$ cat src/rtl/pop_syn_sequencer_pkg.sv
// ---------------------------------------------------------------------------
// snn_pkg : shared definitions for the SNN population/synapse pipeline.
//   - global phase codes driven on the 'state' bus
//   - default array dimensions (neurons, receptive-field groups, spike lanes)
//   - synapse-sequencer FSM state type
//   - idx_w(): index width for a one-hot/priority search over w bits
// ---------------------------------------------------------------------------
package snn_pkg;

  // Global phase codes
  localparam logic [2:0] ST_IDLE     = 3'b000;
  localparam logic [2:0] ST_SET      = 3'b001;
  localparam logic [2:0] ST_SYN_ACCU = 3'b010;
  localparam logic [2:0] ST_DECAY    = 3'b011;
  localparam logic [2:0] ST_DONE     = 3'b100;

  // Default dimensions
  localparam int N_NUM_DEF = 32;
  localparam int G_NUM_DEF = 4;
  localparam int SPK_W_DEF = 2;

  // Synapse sequencer FSM
  typedef enum logic [1:0] {
    S_IDLE  = 2'b00,
    S_ISSUE = 2'b01,
    S_DONE  = 2'b10
  } seq_state_t;

  // Index width for a search over w bits; a 1-bit vector still needs a 1-bit index
  function automatic int idx_w(input int w);
    return (w > 1) ? $clog2(w) : 1;
  endfunction

endpackage

$ cat src/rtl/pop_syn_sequencer_if.sv
// ---------------------------------------------------------------------------
// pop_syn_sequencer_if : window-offer and synapse-SRAM handshake bundle.
//   win_valid / win_ready : spike window offer (rf_addr base, spike mask)
//   syn_addr / sram_access / sram_ready : synapse SRAM access handshake
// modport master : the controller side (offers windows, owns the SRAM)
// modport slave  : the sequencer side
// ---------------------------------------------------------------------------
interface pop_syn_sequencer_if
  import snn_pkg::*;
#(
  parameter int N_NUM = N_NUM_DEF,
  parameter int G_NUM = G_NUM_DEF,
  parameter int SPK_W = SPK_W_DEF
);
  localparam int N_SZ = $clog2(N_NUM);
  localparam int G_SZ = $clog2(G_NUM);

  logic                 win_valid;
  logic                 win_ready;
  logic [N_SZ-1:0]      rf_addr;
  logic [SPK_W-1:0]     spike;
  logic                 sram_ready;
  logic                 sram_access;
  logic [N_SZ+G_SZ-1:0] syn_addr;

  modport master (
    output win_valid,
    output rf_addr,
    output spike,
    output sram_ready,
    input  win_ready,
    input  sram_access,
    input  syn_addr
  );

  modport slave (
    input  win_valid,
    input  rf_addr,
    input  spike,
    input  sram_ready,
    output win_ready,
    output sram_access,
    output syn_addr
  );

endinterface

$ cat src/rtl/pop_syn_sequencer_lowest_set_idx.sv
// ---------------------------------------------------------------------------
// lowest_set_idx : priority search for the lowest set bit of a vector.
//   vec   : input  WIDTH    bits to search
//   idx   : output IDX_W    position of the lowest set bit (0 when none)
//   found : output 1        at least one bit of vec is set
// ---------------------------------------------------------------------------
module lowest_set_idx
  import snn_pkg::*;
#(
  parameter  int WIDTH = 4,
  localparam int IDX_W = idx_w(WIDTH)
) (
  input  logic [WIDTH-1:0] vec,
  output logic [IDX_W-1:0] idx,
  output logic             found
);

  // Scan from the top down so the last hit written is the lowest set bit
  always_comb begin
    idx   = '0;
    found = 1'b0;
    for (int i = WIDTH - 1; i >= 0; i--) begin
      if (vec[i]) begin
        idx   = IDX_W'(i);
        found = 1'b1;
      end else begin
        idx   = idx;
        found = found;
      end
    end
  end

endmodule

$ cat src/rtl/pop_syn_sequencer.sv
// ---------------------------------------------------------------------------
// pop_syn_sequencer : turns an accepted spike window into a stream of synapse
// SRAM accesses, one per (spiking channel, set receptive-field group bit).
//
// Ports
//   clk        input  1            clock, rising edge
//   rst        input  1            asynchronous active-high reset
//   state      input  3            global phase (SET loads table, SYN_ACCU runs)
//   rf_setting input  N_NUM*G_NUM  receptive-field group codes, G_NUM bits/neuron
//   bus        slave  modport      window offer + SRAM access handshake
//   shift_en   output 1            one-cycle pulse when a window is finished
//   acc_cnt    output ACC_W        accesses completed in the last finished window
//
// Accesses of a window are kept as a pending bitmask [channel][group]. Each
// cycle the lowest pending bit (channel first, then group) is the one that is
// presented next, so the order falls out of the search and the group field is
// always the real bit position of the code bit.
// ---------------------------------------------------------------------------
module pop_syn_sequencer
  import snn_pkg::*;
#(
  parameter  int N_NUM = N_NUM_DEF,
  parameter  int G_NUM = G_NUM_DEF,
  parameter  int SPK_W = SPK_W_DEF,
  localparam int N_SZ  = $clog2(N_NUM),
  localparam int G_SZ  = $clog2(G_NUM),
  localparam int ACC_W = $clog2(SPK_W * G_NUM + 1)
) (
  input  logic                   clk,
  input  logic                   rst,
  input  logic [2:0]             state,
  input  logic [N_NUM*G_NUM-1:0] rf_setting,
  pop_syn_sequencer_if.slave     bus,
  output logic                   shift_en,
  output logic [ACC_W-1:0]       acc_cnt
);

  localparam int CH_W = idx_w(SPK_W);

  seq_state_t                   fsm_r, fsm_n_s;
  logic [N_NUM*G_NUM-1:0]       table_r;
  logic [SPK_W-1:0][G_NUM-1:0]  pend_r, pend_n_s;
  logic [SPK_W-1:0][G_NUM-1:0]  new_mask_s, mask_src_s, pend_clr_s;
  logic [N_SZ-1:0]              base_r, base_n_s, base_src_s;
  logic [N_SZ+G_SZ-1:0]         syn_addr_r, syn_addr_n_s, next_addr_s;
  logic                         sram_access_r, sram_access_n_s;
  logic                         shift_en_r, shift_en_n_s;
  logic [ACC_W-1:0]             cnt_r, cnt_n_s;
  logic [ACC_W-1:0]             acc_cnt_r, acc_cnt_n_s;
  logic [SPK_W-1:0]             chan_any_s;
  logic [CH_W-1:0]              ch_idx_s;
  logic                         ch_found_s;
  logic [G_NUM-1:0]             grp_vec_s;
  logic [G_SZ-1:0]              grp_idx_s;
  logic                         grp_found_s;
  logic                         hit_s;
  logic                         in_accu_s, win_ready_s, accept_s, fire_s;

  assign in_accu_s   = (state == ST_SYN_ACCU);
  // Gated by rst so the window port stays closed while reset is held
  assign win_ready_s = ~rst & (fsm_r == S_IDLE) & in_accu_s;
  assign accept_s    = win_ready_s & bus.win_valid;
  assign fire_s      = sram_access_r & bus.sram_ready;

  // Receptive-field table: follows rf_setting during SET, frozen otherwise
  always_ff @(posedge clk or posedge rst) begin
    if (rst) begin
      table_r <= '0;
    end else if (state == ST_SET) begin
      table_r <= rf_setting;
    end else begin
      table_r <= table_r;
    end
  end

  // Access mask of the offered window: code of neuron (base+c) where channel c spikes
  always_comb begin
    logic [N_SZ-1:0] nrn_v;
    new_mask_s = '0;
    nrn_v      = '0;
    for (int c = 0; c < SPK_W; c++) begin
      nrn_v = bus.rf_addr + N_SZ'(c);
      if (bus.spike[c]) begin
        new_mask_s[c] = table_r[int'(nrn_v) * G_NUM +: G_NUM];
      end else begin
        new_mask_s[c] = '0;
      end
    end
  end

  // Search source: the fresh window on acceptance, else the remaining accesses
  always_comb begin
    if (accept_s) begin
      mask_src_s = new_mask_s;
      base_src_s = bus.rf_addr;
    end else begin
      mask_src_s = pend_r;
      base_src_s = base_r;
    end
  end

  // Channels with at least one access left
  always_comb begin
    chan_any_s = '0;
    for (int c = 0; c < SPK_W; c++) begin
      chan_any_s[c] = |mask_src_s[c];
    end
  end

  lowest_set_idx #(.WIDTH(SPK_W)) u_chan_sel (
    .vec   (chan_any_s),
    .idx   (ch_idx_s),
    .found (ch_found_s)
  );

  assign grp_vec_s = mask_src_s[ch_idx_s];

  lowest_set_idx #(.WIDTH(G_NUM)) u_grp_sel (
    .vec   (grp_vec_s),
    .idx   (grp_idx_s),
    .found (grp_found_s)
  );

  assign hit_s       = ch_found_s & grp_found_s;
  // Neuron field wraps naturally because the sum is truncated to N_SZ bits
  assign next_addr_s = {base_src_s + N_SZ'(ch_idx_s), grp_idx_s};

  // Remaining accesses once the selected one has been handed to the SRAM port
  always_comb begin
    pend_clr_s = mask_src_s;
    if (hit_s) begin
      pend_clr_s[ch_idx_s][grp_idx_s] = 1'b0;
    end else begin
      pend_clr_s = mask_src_s;
    end
  end

  // FSM next state and next values of all registered outputs
  always_comb begin
    fsm_n_s         = fsm_r;
    pend_n_s        = pend_r;
    base_n_s        = base_r;
    syn_addr_n_s    = syn_addr_r;
    sram_access_n_s = sram_access_r;
    shift_en_n_s    = 1'b0;
    cnt_n_s         = cnt_r;
    acc_cnt_n_s     = acc_cnt_r;
    case (fsm_r)
      S_IDLE: begin
        if (accept_s) begin
          base_n_s = bus.rf_addr;
          cnt_n_s  = '0;
          if (hit_s) begin
            fsm_n_s         = S_ISSUE;
            pend_n_s        = pend_clr_s;
            syn_addr_n_s    = next_addr_s;
            sram_access_n_s = 1'b1;
          end else begin
            // Nothing to fetch: finish the window right away
            fsm_n_s      = S_DONE;
            pend_n_s     = '0;
            shift_en_n_s = 1'b1;
            acc_cnt_n_s  = '0;
          end
        end else begin
          fsm_n_s = S_IDLE;
        end
      end
      S_ISSUE: begin
        if (!in_accu_s) begin
          // Phase left SYN_ACCU: drop the window without a done pulse
          fsm_n_s         = S_IDLE;
          pend_n_s        = '0;
          syn_addr_n_s    = '0;
          sram_access_n_s = 1'b0;
        end else if (fire_s) begin
          cnt_n_s = cnt_r + ACC_W'(1);
          if (hit_s) begin
            pend_n_s     = pend_clr_s;
            syn_addr_n_s = next_addr_s;
          end else begin
            fsm_n_s         = S_DONE;
            pend_n_s        = '0;
            syn_addr_n_s    = '0;
            sram_access_n_s = 1'b0;
            shift_en_n_s    = 1'b1;
            acc_cnt_n_s     = cnt_r + ACC_W'(1);
          end
        end else begin
          // SRAM stalled: keep presenting the same access
          fsm_n_s = S_ISSUE;
        end
      end
      S_DONE: begin
        fsm_n_s = S_IDLE;
      end
      default: begin
        fsm_n_s         = S_IDLE;
        pend_n_s        = '0;
        syn_addr_n_s    = '0;
        sram_access_n_s = 1'b0;
      end
    endcase
  end

  // FSM state and registered outputs
  always_ff @(posedge clk or posedge rst) begin
    if (rst) begin
      fsm_r         <= S_IDLE;
      pend_r        <= '0;
      base_r        <= '0;
      syn_addr_r    <= '0;
      sram_access_r <= 1'b0;
      shift_en_r    <= 1'b0;
      cnt_r         <= '0;
      acc_cnt_r     <= '0;
    end else begin
      fsm_r         <= fsm_n_s;
      pend_r        <= pend_n_s;
      base_r        <= base_n_s;
      syn_addr_r    <= syn_addr_n_s;
      sram_access_r <= sram_access_n_s;
      shift_en_r    <= shift_en_n_s;
      cnt_r         <= cnt_n_s;
      acc_cnt_r     <= acc_cnt_n_s;
    end
  end

  assign bus.win_ready   = win_ready_s;
  assign bus.syn_addr    = syn_addr_r;
  assign bus.sram_access = sram_access_r;
  assign shift_en        = shift_en_r;
  assign acc_cnt         = acc_cnt_r;

endmodule

$ cat src/flat_wrapper.sv
// flat-port wrapper written by rule: the top's interface ports become plain ports
module pop_syn_sequencer_flat import snn_pkg::*;
#(
  parameter  int N_NUM = N_NUM_DEF,
  parameter  int G_NUM = G_NUM_DEF,
  parameter  int SPK_W = SPK_W_DEF,
  localparam int N_SZ  = $clog2(N_NUM),
  localparam int G_SZ  = $clog2(G_NUM),
  localparam int ACC_W = $clog2(SPK_W * G_NUM + 1)
)
  (clk, rst, state, rf_setting, shift_en, acc_cnt, bus_win_valid, bus_rf_addr, bus_spike, bus_sram_ready, bus_win_ready, bus_sram_access, bus_syn_addr);
  pop_syn_sequencer_if #(.N_NUM(N_NUM), .G_NUM(G_NUM), .SPK_W(SPK_W)) bus_i ();
  input  logic clk;
  input  logic rst;
  input  logic [2:0] state;
  input  logic [N_NUM*G_NUM-1:0] rf_setting;
  output logic shift_en;
  output logic [ACC_W-1:0] acc_cnt;
  input wire logic [$bits(bus_i.win_valid)-1:0] bus_win_valid;
  input wire logic [$bits(bus_i.rf_addr)-1:0] bus_rf_addr;
  input wire logic [$bits(bus_i.spike)-1:0] bus_spike;
  input wire logic [$bits(bus_i.sram_ready)-1:0] bus_sram_ready;
  output wire logic [$bits(bus_i.win_ready)-1:0] bus_win_ready;
  output wire logic [$bits(bus_i.sram_access)-1:0] bus_sram_access;
  output wire logic [$bits(bus_i.syn_addr)-1:0] bus_syn_addr;
  assign bus_i.win_valid = bus_win_valid;
  assign bus_i.rf_addr = bus_rf_addr;
  assign bus_i.spike = bus_spike;
  assign bus_i.sram_ready = bus_sram_ready;
  assign bus_win_ready = bus_i.win_ready;
  assign bus_sram_access = bus_i.sram_access;
  assign bus_syn_addr = bus_i.syn_addr;
  pop_syn_sequencer #(.N_NUM(N_NUM), .G_NUM(G_NUM), .SPK_W(SPK_W)) u_core (.clk(clk), .rst(rst), .state(state), .rf_setting(rf_setting), .bus(bus_i), .shift_en(shift_en), .acc_cnt(acc_cnt));
endmodule
$ cat config.mk
export PLATFORM = sky130hd
export DESIGN_NAME = pop_syn_sequencer_flat
export DESIGN_NICKNAME = d
export VERILOG_FILES = /design/src/rtl/pop_syn_sequencer_pkg.sv /design/src/rtl/pop_syn_sequencer_if.sv /design/src/rtl/pop_syn_sequencer_lowest_set_idx.sv /design/src/rtl/pop_syn_sequencer.sv /design/src/flat_wrapper.sv
export SDC_FILE = /design/constraint.sdc
export NUM_CORES = 1
export LEC_CHECK = 0
export CORE_MARGIN = 2
export CORE_UTILIZATION = 54
export CTS_CLUSTER_DIAMETER = 200
export CTS_CLUSTER_SIZE = 12
export DETAILED_ROUTE_END_ITERATION = 6
export PLACE_DENSITY = 0.88
export REMOVE_ABC_BUFFERS = 1
export SLEW_MARGIN = 20
export SYNTH_ARGS = -nofsm -noshare
export SYNTH_HDL_FRONTEND = slang
export SYNTH_SLANG_ARGS = --single-unit
$ cat constraint.sdc
create_clock -name clk -period 6.8 [get_ports clk]
set_input_delay 1.36 -clock clk [delete_from_list [all_inputs] [get_ports clk]]
set_output_delay 1.36 -clock clk [all_outputs]
set_load 0.005 [all_outputs]
==> key figures <==
Status
  • Status: completed

Clock network
  • Setup bufs post-CTS: 0
  • # hold bufs at CTS: 0
  • TritonCTS clock tree: built
  • CTS Buf Count: 17
  • Clk_lat worst skew: ~0.43 ns
  • Clk sinks: between 150 and 200
  • H-tree depth: 4
  • Clock root cell: clkbuf_16
  • Clk slew on worst S/H paths: 0.07 ns
  • CTS max path bufs: 2
  • Post_cts resized: 0

Timing
  • Max Clk Rate: roughly 0.18 GHz
  • Worst slew margin: 0.399
  • Worst Max-Slew Pin Slew: 0.902 ns
  • Final critical-path required period: roughly 5.6 ns
  • Final Hold Fails: 0
  • RSZ-0062 raised after global routing: false
  • Endpoints failing setup: 0
  • Clk_skew: between 0.008 and 0.009 ns
  • Part of the cycle the worst path needs: 0.829
  • Pins Over Slew Limit: 0

Floorplan
  • Die Area: around 18000 sq um
  • Row count: 47
  • Boundary pin count: around 160
  • Initial Util: 0.545
  • Die height: ~130 um
  • Core Region: ~16000 sq um
  • Die X-Extent: 133 um

Synthesis
  • Dominant cells by area after synthesis: dfrtp_1 45%, mux2_2 17%, mux2i_1 7.7%, mux4_2 7.6%, nand2_1 2.6%
  • Cell area after synthesis: roughly 8900 sq um
  • EDFF count, synth: 0
  • Syn avg cell area: roughly 13 sq um
  • Register bit count reported by yosys: 160
  • Async SR Flop Fraction: 1.00
  • Synth area leader: dfrtp_1
  • Post-synth top area share: 0.448
  • Primary FF master, synth: dfrtp_1
  • Netlist cell types: between 60 and 70
  • Yosys warns: 0
  • Seq/Total Area, Yosys: 0.448
  • Post-Syn Instances: 711

Power
  • Peak supply drop: 0.184 mV
  • Clock Power Share: 0.327
  • Lkg Pwr: ~4.6 nW
  • Int Power: 1.94 mW
  • Pwr per Cell Area: approximately 250 nW/um^2
  • Reg power frac: 0.455
  • Net Sw Frac: 0.294
  • Sw power: 0.810 mW
  • Comb pwr share: 0.218

Critical path
  • CP startpoint kind: primary input
  • Crit path largest cell delay: 0.95 ns
  • Crit Path Max Fanout: 24
  • Crit. End Element: flip-flop
  • Crit Reg-Reg Endpoint: u_core.bus.syn_addr[6]
  • Worst r2r path cells: 12
  • Critical Path Most Common Cell: ha_1
  • Crit path arrival time: ~6.0 ns
  • CP Class: primary input to flip-flop
  • RR Startpoint: u_core.fsm_r[0]
  • R2R Setup Slk: between 2 and 3 ns
  • Crit path cell chain: clkdlybuf4s50_1, xor2_4, mux4_2, mux2i_1, nand2_1, a31oi_1, nor4b_2, nor2_1, ha_1, ha_1, and3_1, xor2_1, a32o_1
  • CP required: 7.12 ns
  • CP max stage cell: clkdlybuf4s50_1

Global route
  • GRT overflow: 0
  • Vias in the first global route: about 6900
  • Largest net degree at the start of global routing: 85
  • Initial antenna violation count: 0
  • First-pass GRT wire length: 36100 um
  • Gr usage total: 0.260

Min path
  • Class of the worst hold path: flip-flop to flip-flop
  • Hold Path Cell Cnt: 2
  • Critical hold path startpoint: u_core.pend_r[2]
  • Hold endpoint: u_core.pend_r[2]

Placed design
  • Area after DPL: approximately 11000 sq um
  • Total placed cells including tap cells: between 1000 and 1500
  • Port bufs: about 160
  • Final GP Congestion: 0.961
  • DP HPWL: ~16000 um

Drt
  • Initial DRC Count: ~540
  • Vias: between 6000 and 7000
  • Final Routed Wirelength: between 20000 and 25000 um
  • Initial DRT Pass Iterations: 5
  • WL/cell: just over 20 um
  • Vias per cell: around 6
  • # DRC: 0
  • Routed Antenna Nets: 0

Final layout
  • Final nets: a little under 1000
  • Antenna Cells: 0
  • Commonest non-fill, non-tap cell in the layout: dfrtp_1
  • Post-route cell area: between 10000 and 15000 sq um
  • Layout cells sized above 1: 0.261
  • Most frequent cells in the layout: 160 x dfrtp_1, 153 x clkdlybuf4s50_1, 134 x mux2_2
  • Layout area overhead: 24.4%
  • Finished Layout Cells: 1081

Run
  • # Max-Cap Violations: 0
## synthesized netlist by cell type, types with 3 or more instances
cell type and count:
nor2b_1 7, a211oi_1 5, buf_4 5, buf_2 10
and3_1 4, inv_1 5, o21ai_0 8, and2_1 5
a22oi_1 16, nand2b_1 3, clkbuf_1 21, a21o_1 3
a32o_1 10, a21oi_1 11, buf_6 9, nor4_1 5
ha_1 4, nand2_1 61, mux4_2 30, mux2i_1 69
o211ai_1 4, mux2_2 134, nor3b_1 16, a31oi_1 4
nand3_1 18, dfrtp_1 160, xor2_1 5, a22o_1 3
nor2_1 18, mux2_4 4, xnor2_1 3, nor3_1 13
## metal layers
layer | vias up | track usage | wire [um]
li1 | 2957 | - | -
met1 | 3374 | 0.353 | 9270
met2 | 286 | 0.426 | 11100
met3 | 27 | 0.0590 | 1500
met4 | 0 | 0.0705 | 307
met5 | - | 0 | 0
## per-stage QoR
step | setup slack, ns | power, mW | hold slack, ns | utilization | TNS, ns
finish | 1.16 | 2.75 | 0.481 | 0.678 | 0
global route | 0.956 | 2.86 | 0.496 | 0.678 | 0
CTS | 1.23 | 2.76 | 0.480 | 0.678 | 0
detailed placement | 0.840 | 1.85 | 0.467 | 0.644 | 0
global placement | 0.990 | 1.82 | 0.453 | 0.644 | 0
floorplan | -5.06 | 1.61 | 0.439 | - | -647.66
## worst max path at each step
stage,cells past startpoint,to,slack (ns),start
after floorplan,2,u_core.table_r[0],-5.06,state[2]
after global placement,13,u_core.bus.syn_addr[6],0.99,bus_rf_addr[2]
after detailed placement,13,u_core.bus.syn_addr[6],0.84,bus_rf_addr[2]
after CTS,13,u_core.bus.syn_addr[6],1.23,bus_rf_addr[2]
after global routing,13,u_core.bus.syn_addr[6],0.96,bus_rf_addr[2]
final,13,u_core.bus.syn_addr[6],1.16,bus_rf_addr[2]
## worst max-delay path, delay by kind of cell
family,cells,cell delay (ns)
buffers and inverters,1,0.95
xor gates and xnor gates,2,0.88
and+or+nand+nor,4,1.03
AOI/OAI and AO/OA,2,0.64
muxes,2,0.59
adders and majority gates,2,0.50
## flip-flops by register name, indices dropped and copies added (netlist names), 2 cells and up
name / count
u_core.pend_r: 8
u_core.table_r: 128
u_core.base_r: 5
u_core.cnt_r: 4
u_core.fsm_r: 2
u_core.acc_cnt: 4
u_core.bus.syn_addr: 7
## power groups by stage
stage               logic (mW)  clock network (mW)  registers [mW]
floorplan                0.415                   0            1.20
global placement         0.572                   0            1.25
detailed placement       0.592                   0            1.26
CTS                      0.600               0.912            1.25
global route             0.646               0.953            1.27
finish                   0.599               0.900            1.25
## kinds of logic (layout without fill, tap and decap cells)
group | Yosys count | after routing | synth area share
DFF | 160 | 160 | 0.448
AOI/OAI and AO/OA | 84 | 84 | 0.0740
adders and majority gates | 4 | 4 | 0.00560
xor gates and xnor gates | 10 | 10 | 0.0140
buffers and inverters | 52 | 202 | 0.0329
muxes | 239 | 239 | 0.332
and+or+nand+nor | 162 | 162 | 0.0932
## final cells by class
| cell class | instances | area (sq um) |
|---|---|---|
| multi-input combinational | 499 | 4650 |
| fill | 1148 | 5280 |
| timing repair buffer | 165 | 1620 |
| inverter | 5 | 23.8 |
| clock buffer | 17 | 425 |
| clock inverter | 15 | 126 |
| sequential | 160 | 4000 |
| tap | 220 | 275 |
(Power assumes the default switching activity.)
